**src/rtl/ucsbece152a_counter_pkg.sv**
```systemverilog
// Shared types for the up/down counter sequencer: run modes and controller states.
package ucsbece152a_counter_pkg;

  typedef enum logic [1:0] {
    MODE_UP     = 2'b00,
    MODE_DOWN   = 2'b01,
    MODE_BOUNCE = 2'b10,
    MODE_STEP   = 2'b11
  } mode_e;

  typedef enum logic [1:0] {
    IDLE = 2'b00,
    RUN  = 2'b01,
    HOLD = 2'b10
  } ctrl_state_e;

endpackage

```
**src/rtl/ucsbece152a_prescaler.sv**
```systemverilog
// Step pacing divider: counts 0..DIV-1 while run_i, tick_o marks the wrap cycle.
module ucsbece152a_prescaler #(
  parameter int DIV = 4
) (
  input  logic clk,
  input  logic rst,
  input  logic clr_i,
  input  logic run_i,
  output logic tick_o
);

  localparam int CW = (DIV > 1) ? $clog2(DIV) : 1;
  localparam logic [CW-1:0] LAST = CW'(DIV - 1);

  logic [CW-1:0] cnt;

  assign tick_o = run_i && (cnt == LAST);

  always_ff @(posedge clk or negedge rst) begin
    if (!rst)        cnt <= '0;
    else if (clr_i)  cnt <= '0;
    else if (run_i)  cnt <= tick_o ? '0 : cnt + CW'(1);
  end

endmodule

```
**src/rtl/ucsbece152a_counter_ctrl.sv**
```systemverilog
// Sequencer for the up/down counter: run/hold/idle FSM, bounce reversal,
// wrap detection and single-step edge detect; all outputs registered.
module ucsbece152a_counter_ctrl
  import ucsbece152a_counter_pkg::*;
#(
  parameter int WIDTH    = 3,
  parameter int DIV      = 4,
  parameter int LIMIT_LO = 0,
  parameter int LIMIT_HI = 2**WIDTH - 1
) (
  input  logic             clk,
  input  logic             rst,
  input  logic             start_i,
  input  logic             stop_i,
  input  logic             hold_i,
  input  logic [1:0]       mode_i,
  input  logic             step_i,
  input  logic             dir_i,
  input  logic [WIDTH-1:0] count_i,
  output logic             enable_o,
  output logic             dir_o,
  output logic             busy_o,
  output logic             turn_o,
  output logic             wrap_o
);

  localparam logic [WIDTH-1:0] HI    = WIDTH'(LIMIT_HI);
  localparam logic [WIDTH-1:0] HI_M1 = WIDTH'(LIMIT_HI - 1);
  localparam logic [WIDTH-1:0] LO_P1 = WIDTH'(LIMIT_LO + 1);
  localparam logic [WIDTH-1:0] ONES  = '1;

  ctrl_state_e state, state_n;
  mode_e       mode_q;
  logic        step_q;
  logic        run, tick, clr;
  logic        start_ok, step_fire;
  logic        turn_up, turn_dn, wrap_hit;

  assign start_ok  = (state == IDLE) && !stop_i && start_i && (mode_i != MODE_STEP);
  assign step_fire = (state == IDLE) && !stop_i && (mode_i == MODE_STEP) && step_i && !step_q;

  // Prescaler freezes on the very edge hold_i is sampled, so HOLD never issues a step.
  assign run = (state != IDLE) && !stop_i && !hold_i;
  assign clr = (state == IDLE) || stop_i;

  ucsbece152a_prescaler #(.DIV(DIV)) u_presc (
    .clk    (clk),
    .rst    (rst),
    .clr_i  (clr),
    .run_i  (run),
    .tick_o (tick)
  );

  assign turn_up  = enable_o && (mode_q == MODE_BOUNCE) && !dir_o && (count_i == HI_M1);
  assign turn_dn  = enable_o && (mode_q == MODE_BOUNCE) &&  dir_o && (count_i == LO_P1);
  assign wrap_hit = enable_o && (mode_q != MODE_BOUNCE) &&
                    ((!dir_o && count_i == ONES) || (dir_o && count_i == '0));

  always_comb begin
    state_n = state;
    if (stop_i) state_n = IDLE;
    else begin
      case (state)
        IDLE:    if (start_ok) state_n = RUN;
        RUN:     if (hold_i)   state_n = HOLD;
        HOLD:    if (!hold_i)  state_n = RUN;
        default: state_n = IDLE;
      endcase
    end
  end

  always_ff @(posedge clk or negedge rst) begin
    if (!rst) begin
      state    <= IDLE;
      mode_q   <= MODE_UP;
      step_q   <= 1'b0;
      enable_o <= 1'b0;
      dir_o    <= 1'b0;
      busy_o   <= 1'b0;
      turn_o   <= 1'b0;
      wrap_o   <= 1'b0;
    end else begin
      state    <= state_n;
      step_q   <= step_i;
      enable_o <= tick || step_fire;
      busy_o   <= (state_n != IDLE);
      turn_o   <= turn_up || turn_dn;
      wrap_o   <= wrap_hit;
      if (start_ok) begin
        mode_q <= mode_e'(mode_i);
        case (mode_e'(mode_i))
          MODE_DOWN:   dir_o <= 1'b1;
          MODE_BOUNCE: dir_o <= (count_i >= HI);
          default:     dir_o <= 1'b0;
        endcase
      end else if (step_fire) begin
        // Single steps always qualify for wrap, whatever the last run mode was.
        mode_q <= MODE_STEP;
        dir_o  <= dir_i;
      end else if (turn_up) begin
        dir_o <= 1'b1;
      end else if (turn_dn) begin
        dir_o <= 1'b0;
      end
    end
  end

endmodule
```
**config.mk**
```make
export PLATFORM = sky130hd
export DESIGN_NAME = ucsbece152a_counter_ctrl
export DESIGN_NICKNAME = d
export VERILOG_FILES = /design/src/rtl/ucsbece152a_counter_pkg.sv /design/src/rtl/ucsbece152a_prescaler.sv /design/src/rtl/ucsbece152a_counter_ctrl.sv
export SDC_FILE = /design/constraint.sdc
export NUM_CORES = 1
export LEC_CHECK = 0
export BUFFER_PORTS_ARGS = -buffer_cell sky130_fd_sc_hd__clkbuf_2
export CELL_PAD_IN_SITES_DETAIL_PLACEMENT = 1
export CELL_PAD_IN_SITES_GLOBAL_PLACEMENT = 1
export CORE_MARGIN = 3
export CORE_UTILIZATION = 40
export CTS_BUF_LIST = sky130_fd_sc_hd__clkbuf_4 sky130_fd_sc_hd__clkbuf_8
export CTS_CLUSTER_DIAMETER = 200
export DETAILED_ROUTE_END_ITERATION = 10
export HOLD_SLACK_MARGIN = 0.12
export PLACE_DENSITY_LB_ADDON = 0.1
export SYNTH_ARGS = -nofsm -noshare
export SYNTH_HDL_FRONTEND = slang
export SYNTH_HIERARCHICAL = 1
export SYNTH_SLANG_ARGS = --single-unit
```
**constraint.sdc**
```tcl
create_clock -name clk -period 2.3 [get_ports clk]
set_clock_uncertainty 0.2 [all_clocks]
set_input_delay 0.46 -clock clk [delete_from_list [all_inputs] [get_ports clk]]
set_output_delay 0.46 -clock clk [all_outputs]
set_load 0.01 [all_outputs]
```
==> results of run 1 <==
[per-stage QoR]
stage | power, mW | setup WS (ns) | area (um^2)
2_1_floorplan | 0.293 | 0.442 | 638
3_3_place_gp | 0.324 | 0.295 | 726
3_5_place_dp | 0.327 | 0.253 | 726
4_1_cts | 0.494 | 0.375 | 782
5_1_grt | 0.515 | 0.246 | 782
6_report | 0.488 | 0.375 | 782
[layer usage]
metal	wire length (um)	share of wire (%)
met1	530	42
met2	637	51
met3	88	7.0
met4	0	0
met5	0	0
[what timing repair did]
| item | 4_1_cts | 5_1_grt |
|---|---|---|
| hold endpoints to repair | 13 | 0 |
| resized for setup | 0 | 0 |
| hold buffers | 2 | 0 |
[layout make-up]
type / instances / area [um^2] / area share [%]
clock buffer: 4 / 36.3 / 4.64
inverter: 5 / 18.8 / 2.40
multi-input combinational: 40 / 308 / 39.4
sequential: 12 / 300 / 38.4
tap: 15 / 18.8 / 2.40
timing repair buffer: 18 / 100 / 12.8
[cell families (layout without fill, tap and decap cells)]
kind of cell | Yosys count | count (layout) | share of synthesized area, %
AND/OR/NAND/NOR | 21 | 21 | 20.2
AO/OA/AOI/OAI | 12 | 12 | 15.5
flip-flops | 12 | 12 | 47.1
buffers and inverters | 6 | 27 | 4.71
adder cells (fa/ha/maj) | 4 | 4 | 7.84
multiplexers | 2 | 2 | 3.33
XOR/XNOR | 1 | 1 | 1.37
[path summary, 6_finish.rpt]
path,cells past startpoint,slack [ns],from,end
worst max-delay path,6,0.38,step_i,dir_o
worst min-delay path,3,0.24,hold_i,state[1]
worst max register to register,4,0.42,state[0],dir_o
worst min register to register,1,0.34,mode_q[0],mode_q[0]
max in group asynchronous,2,1.27,rst,step_q
min in group asynchronous,2,0.40,rst,dir_o
[flip-flops by register name, summed over array words and instances (netlist names)]
signal       flops
mode_q           2
state            2
u_presc/cnt      2
busy_o           1
dir_o            1
enable_o         1
step_q           1
turn_o           1
wrap_o           1
[Yosys cell counts (2+ instances only)]
cell       n
nor3_1     2
o22a_1     2
a21oi_1    2
or4bb_1    2
ha_1       4
or3b_1     2
nand2b_1   2
nand2_1    2
dfrtp_1   12
nor2_1     6
inv_1      5
o21ai_0    2
[report_power, final]
part	total, mW	internal, mW	switching, mW
Combinational	0.0804	0.0399	0.0405
Sequential	0.245	0.229	0.0161
Clock	0.162	0.0961	0.0662
[critical path, delay by kind of cell]
family / cells / cell delay (ns)
buffers and inverters: 2 / 0.62
AND/OR/NAND/NOR: 2 / 0.35
multiplexers: 1 / 0.39
AO/OA/AOI/OAI: 1 / 0.08
==> impl_metrics.py, run 1 <==
metrics = {
    "run_status": {
        "outcome": "finished clean",
    },
    "timing": {
        "worst_pin_slew_ns": 0.331,
        "period_share_pct": 83.7,
        "fin_crit_ns": 1.92,
        "slew_headroom_pct": 77.8,
        "fin_tns_setup_ns": 0,
        "rsz0062_at_grt": "no",
        "whs_ns": 0.242,
        "maxSlewViolCount": 0,
        "setup_violations": 0,
        "hold_viol": 0,
        "fmax_ghz": 0.520,
    },
    "route": {
        "drc_errors": 0,
        "ant_nets": 0,
        "dr.pass1.iters": 2,
        "via_per_inst": 5.30,
        "drt_iter0_markers": 1,
        "wl_um": 1260,
        "wire_per_inst_um": 13.4,
        "via_count": 498,
    },
    "finish": {
        "fill_cells": 155,
        "n_antenna_cell": 0,
        "drive_above_1_share_pct": 32.9,
        "final_common_cell": "clkbuf_2",
        "layout_common_cells": "clkbuf_2, dfrtp_1, nor2_1, inv_1, ha_1",
        "layout.nets": 96,
        "area_growth_pct": 22.5,
        "stdcell_count": 94,
        "final_util_pct": 55.9,
    },
    "clocking": {
        "cts_sinks": 12,
        "cts_tree": "done",
        "clockBufferDepth": 2,
        "clkSlewWorstSetupHoldPaths_ns": 0.07,
        "post_cts_buffers": 0,
        "cts_root_buf": "clkbuf_4",
        "cts_buffers": 3,
        "htreeDepth": 1,
        "clk_latency_ns": 0.27,
    },
    "synth": {
        "synthArstFlopShare_pct": 100,
        "synth.distinct_cells": 27,
        "synth_top_area_share_pct": 47.1,
        "yosysTopAreaCell": "dfrtp_1",
        "avgSynthCellArea_um2": 11.0,
        "seq_area_frac_synth_pct": 47.1,
        "syn_area_um2": 638,
        "ys_ff_latch": 12,
        "synth_cells": 58,
        "ys.flop_type": "dfrtp_1",
        "yosysWarnings": 6,
        "synth_fp_nets": 74,
        "synth-edff-count": 0,
        "synthTopCellsByArea": "dfrtp_1, ha_1, nor2_1",
    },
    "global_routing": {
        "grt_use_met2_pct": 23.9,
        "grt_usage_pct": 14.6,
        "grt_max_degree": 13,
        "grt-busiest-layer": "met2",
        "grt-ovfl-total": 0,
        "grt_pass1_vias": 501,
        "antenna_found_initial": 0,
        "use_met1_pct": 17.3,
        "use_met3_pct": 7.91,
        "grt_pass1_wl_um": 2100,
    },
    "flow_run": {
        "drv_cap": 0,
    },
    "power": {
        "peakVddDrop_mv": 0.438,
        "leakage_nw": 0.400,
        "p_per_area_mw_per_mm2": 624,
    },
    "die": {
        "dieWidth_um": 45.9,
        "pin_count": 17,
        "rows": 13,
        "start_util_pct": 45.6,
        "fp.dieArea_mm2": 0.00211,
        "die_h_um": 45.9,
        "core-area_mm2": 0.00140,
    },
    "critical_path": {
        "cp-start-kind": "input pin",
        "worstPathRequired_ns": 2.28,
        "critPathSlowestCell": "dlygate4sd3_1",
        "critPathMaxFanout": 3,
        "slowest_delay_ns": 0.52,
        "arrival_ns": 1.90,
        "end_kind": "flip-flop",
        "crit_path_cell_trace": "dlygate4sd3_1, clkbuf_2, nand2_1, nor3_1, mux2_2, o32ai_2",
        "worstSetupPathType": "in2reg",
    },
    "place": {
        "port_buffers": 16,
        "dpl.cell_count": 88,
        "gp_congestion": 0.671,
        "place_hpwl_um": 990,
    },
    "hold_path": {
        "min_path_type": "in2reg",
    },
}
(Power assumes the default switching activity.)
==> inputs of run 2 (changes only) <==
Settings changed: CORE_UTILIZATION 40 to 36.
Clock period 2.3 ns to 1.7 ns, I/O delays scaled along.
==> impl_metrics.py, run 2 (synthesis gave the netlist of run 1 again) <==
metrics = {
    "run_status": {
        "outcome": "finished with violations",
        "failed_checks": "setup timing",
    },
    "power": {
        "p_per_area_mw_per_mm2": 730,
        "leakage_nw": 0.452,
        "peakVddDrop_mv": 0.487,
        "p_total_mw": 0.643,
    },
    "place": {
        "port_buffers": 16,
        "dpl.cell_count": 107,
        "preCtsSetupSlack_ns": -0.193,
        "gp_congestion": 0.662,
        "place_hpwl_um": 1190,
        "dpl-instance-area_um2": 817,
    },
    "clocking": {
        "cts_buffers": 3,
        "cts_root_buf": "clkbuf_4",
        "cts_sinks": 12,
        "htreeDepth": 1,
        "clockBufferDepth": 2,
        "clk_latency_ns": 0.27,
        "clkSlewWorstSetupHoldPaths_ns": 0.07,
        "cts_tree": "done",
    },
    "route": {
        "drt_iter0_markers": 2,
        "via_count": 551,
        "via_per_inst": 4.88,
        "dr.pass1.iters": 2,
        "wl_um": 1440,
        "ant_nets": 0,
        "drc_errors": 0,
        "wire_per_inst_um": 12.8,
    },
    "global_routing": {
        "grt-ovfl-total": 0,
        "grt_pass1_vias": 573,
        "antenna_found_initial": 0,
        "grt_usage_pct": 16.2,
        "grt_pass1_wl_um": 2510,
        "grt_max_degree": 13,
    },
    "die": {
        "die_h_um": 48.1,
        "core-area_mm2": 0.00159,
        "dieWidth_um": 48.1,
        "rows": 14,
        "start_util_pct": 40.0,
        "fp.dieArea_mm2": 0.00231,
        "pin_count": 17,
    },
    "critical_path": {
        "reg2reg_depth": 3,
        "slowest_delay_ns": 0.43,
        "end_kind": "flip-flop",
        "r2r-start": "state[0]",
        "r2r_setup_slack_ns": -0.05,
        "worstReg2RegEnd": "dir_o",
        "worstSetupPathType": "reg2reg",
        "worstPathRequired_ns": 1.68,
        "cp-start-kind": "flip-flop",
        "arrival_ns": 1.73,
        "crit_path_cell_trace": "or3_4, or3b_4, o32ai_2",
        "critPathSlowestCell": "or3b_4",
        "critPathMaxFanout": 6,
    },
    "flow_run": {
        "drv_cap": 0,
    },
    "timing": {
        "rsz0062_at_grt": "yes",
        "worst_pin_slew_ns": 0.308,
        "hold_viol": 0,
        "slew_headroom_pct": 79.5,
        "fmax_ghz": 0.571,
        "maxSlewViolCount": 0,
        "setup_violations": 4,
        "setup_ws_ns": -0.0516,
        "fin_crit_ns": 1.75,
        "period_share_pct": 103,
    },
    "finish": {
        "layout.nets": 107,
        "n_antenna_cell": 0,
        "final_common_cell": "clkbuf_2",
        "design_area_um2": 881,
        "drive_above_1_share_pct": 42.7,
        "largest_registers": "mode_q x2, state x2, u_presc/cnt x2",
        "stdcell_count": 113,
        "fill_cells": 190,
        "final_util_pct": 55.3,
        "layout_common_cells": "clkbuf_2, dfrtp_1, buf_4, nor2_1, inv_1",
        "area_growth_pct": 38.0,
    },
    "hold_path": {
        "min_path_type": "in2reg",
        "hold_end": "state[1]",
        "min_path_cells": 3,
        "hold_path_startpoint": "stop_i",
    },
}
==> run 2: how the worst max path moves through the flow <==
| stage | end | from | depth (start not counted) | slack, ns |
|---|---|---|---|---|
| 2_1_floorplan | dir_o | state[0] | 4 | -0.07 |
| 3_3_place_gp | dir_o | stop_i | 4 | -0.15 |
| 3_5_place_dp | dir_o | stop_i | 5 | -0.19 |
| 4_1_cts | dir_o | state[0] | 3 | -0.06 |
| 5_1_grt | dir_o | state[0] | 3 | -0.11 |
| 6_report | dir_o | state[0] | 3 | -0.05 |
==> run 2: where the power goes <==
| part | switching, mW | total [mW] | internal [mW] |
|---|---|---|---|
| Combinational | 0.0640 | 0.143 | 0.0791 |
| Sequential | 0.0211 | 0.331 | 0.310 |
| Clock | 0.0867 | 0.169 | 0.0819 |
==> run 2: area by class of cell <==
class                   instances  area, um^2  area share (%)
flip-flops and latches         12         300            34.1
repair buffers                 29         185            21.0
clock buffers                   3        22.5            2.56
inverters                       5        18.8            2.13
multi-input cells              40         324            36.8
well taps                      24        30.0            3.41
==> run 2: through the flow <==
stage	setup TNS [ns]	hold WS, ns
2_1_floorplan	-0.188	-0.156
3_3_place_gp	-0.622	0.0433
3_5_place_dp	-0.802	0.0457
4_1_cts	-0.146	0.185
5_1_grt	-0.390	0.224
6_report	-0.129	0.204
==> run 2: repair_timing <==
item	4_1_cts	5_1_grt
resized for setup	2	2
endpoints found under the hold margin	15	0
hold buffers	3	0
setup endpoints to repair	5	7
setup buffers	0	0
pin swaps	3	0
==> run 2: per-layer routing <==
metal / wire (um) / up-vias / GRT usage, %
met5: 0 / - / 0
met4: 0 / 0 / 3.23
met3: 72 / 0 / 6.64
met2: 795 / 14 / 28.2
met1: 574 / 265 / 18.7
li1: - / 272 / -
==> run 2: worst max-delay path: cells and delay by family (launching register included) <==
kind,cells,cell delay [ns]
AOI/OAI and AO/OA,1,0.25
and+or+nand+nor,2,0.83
DFF,1,0.39
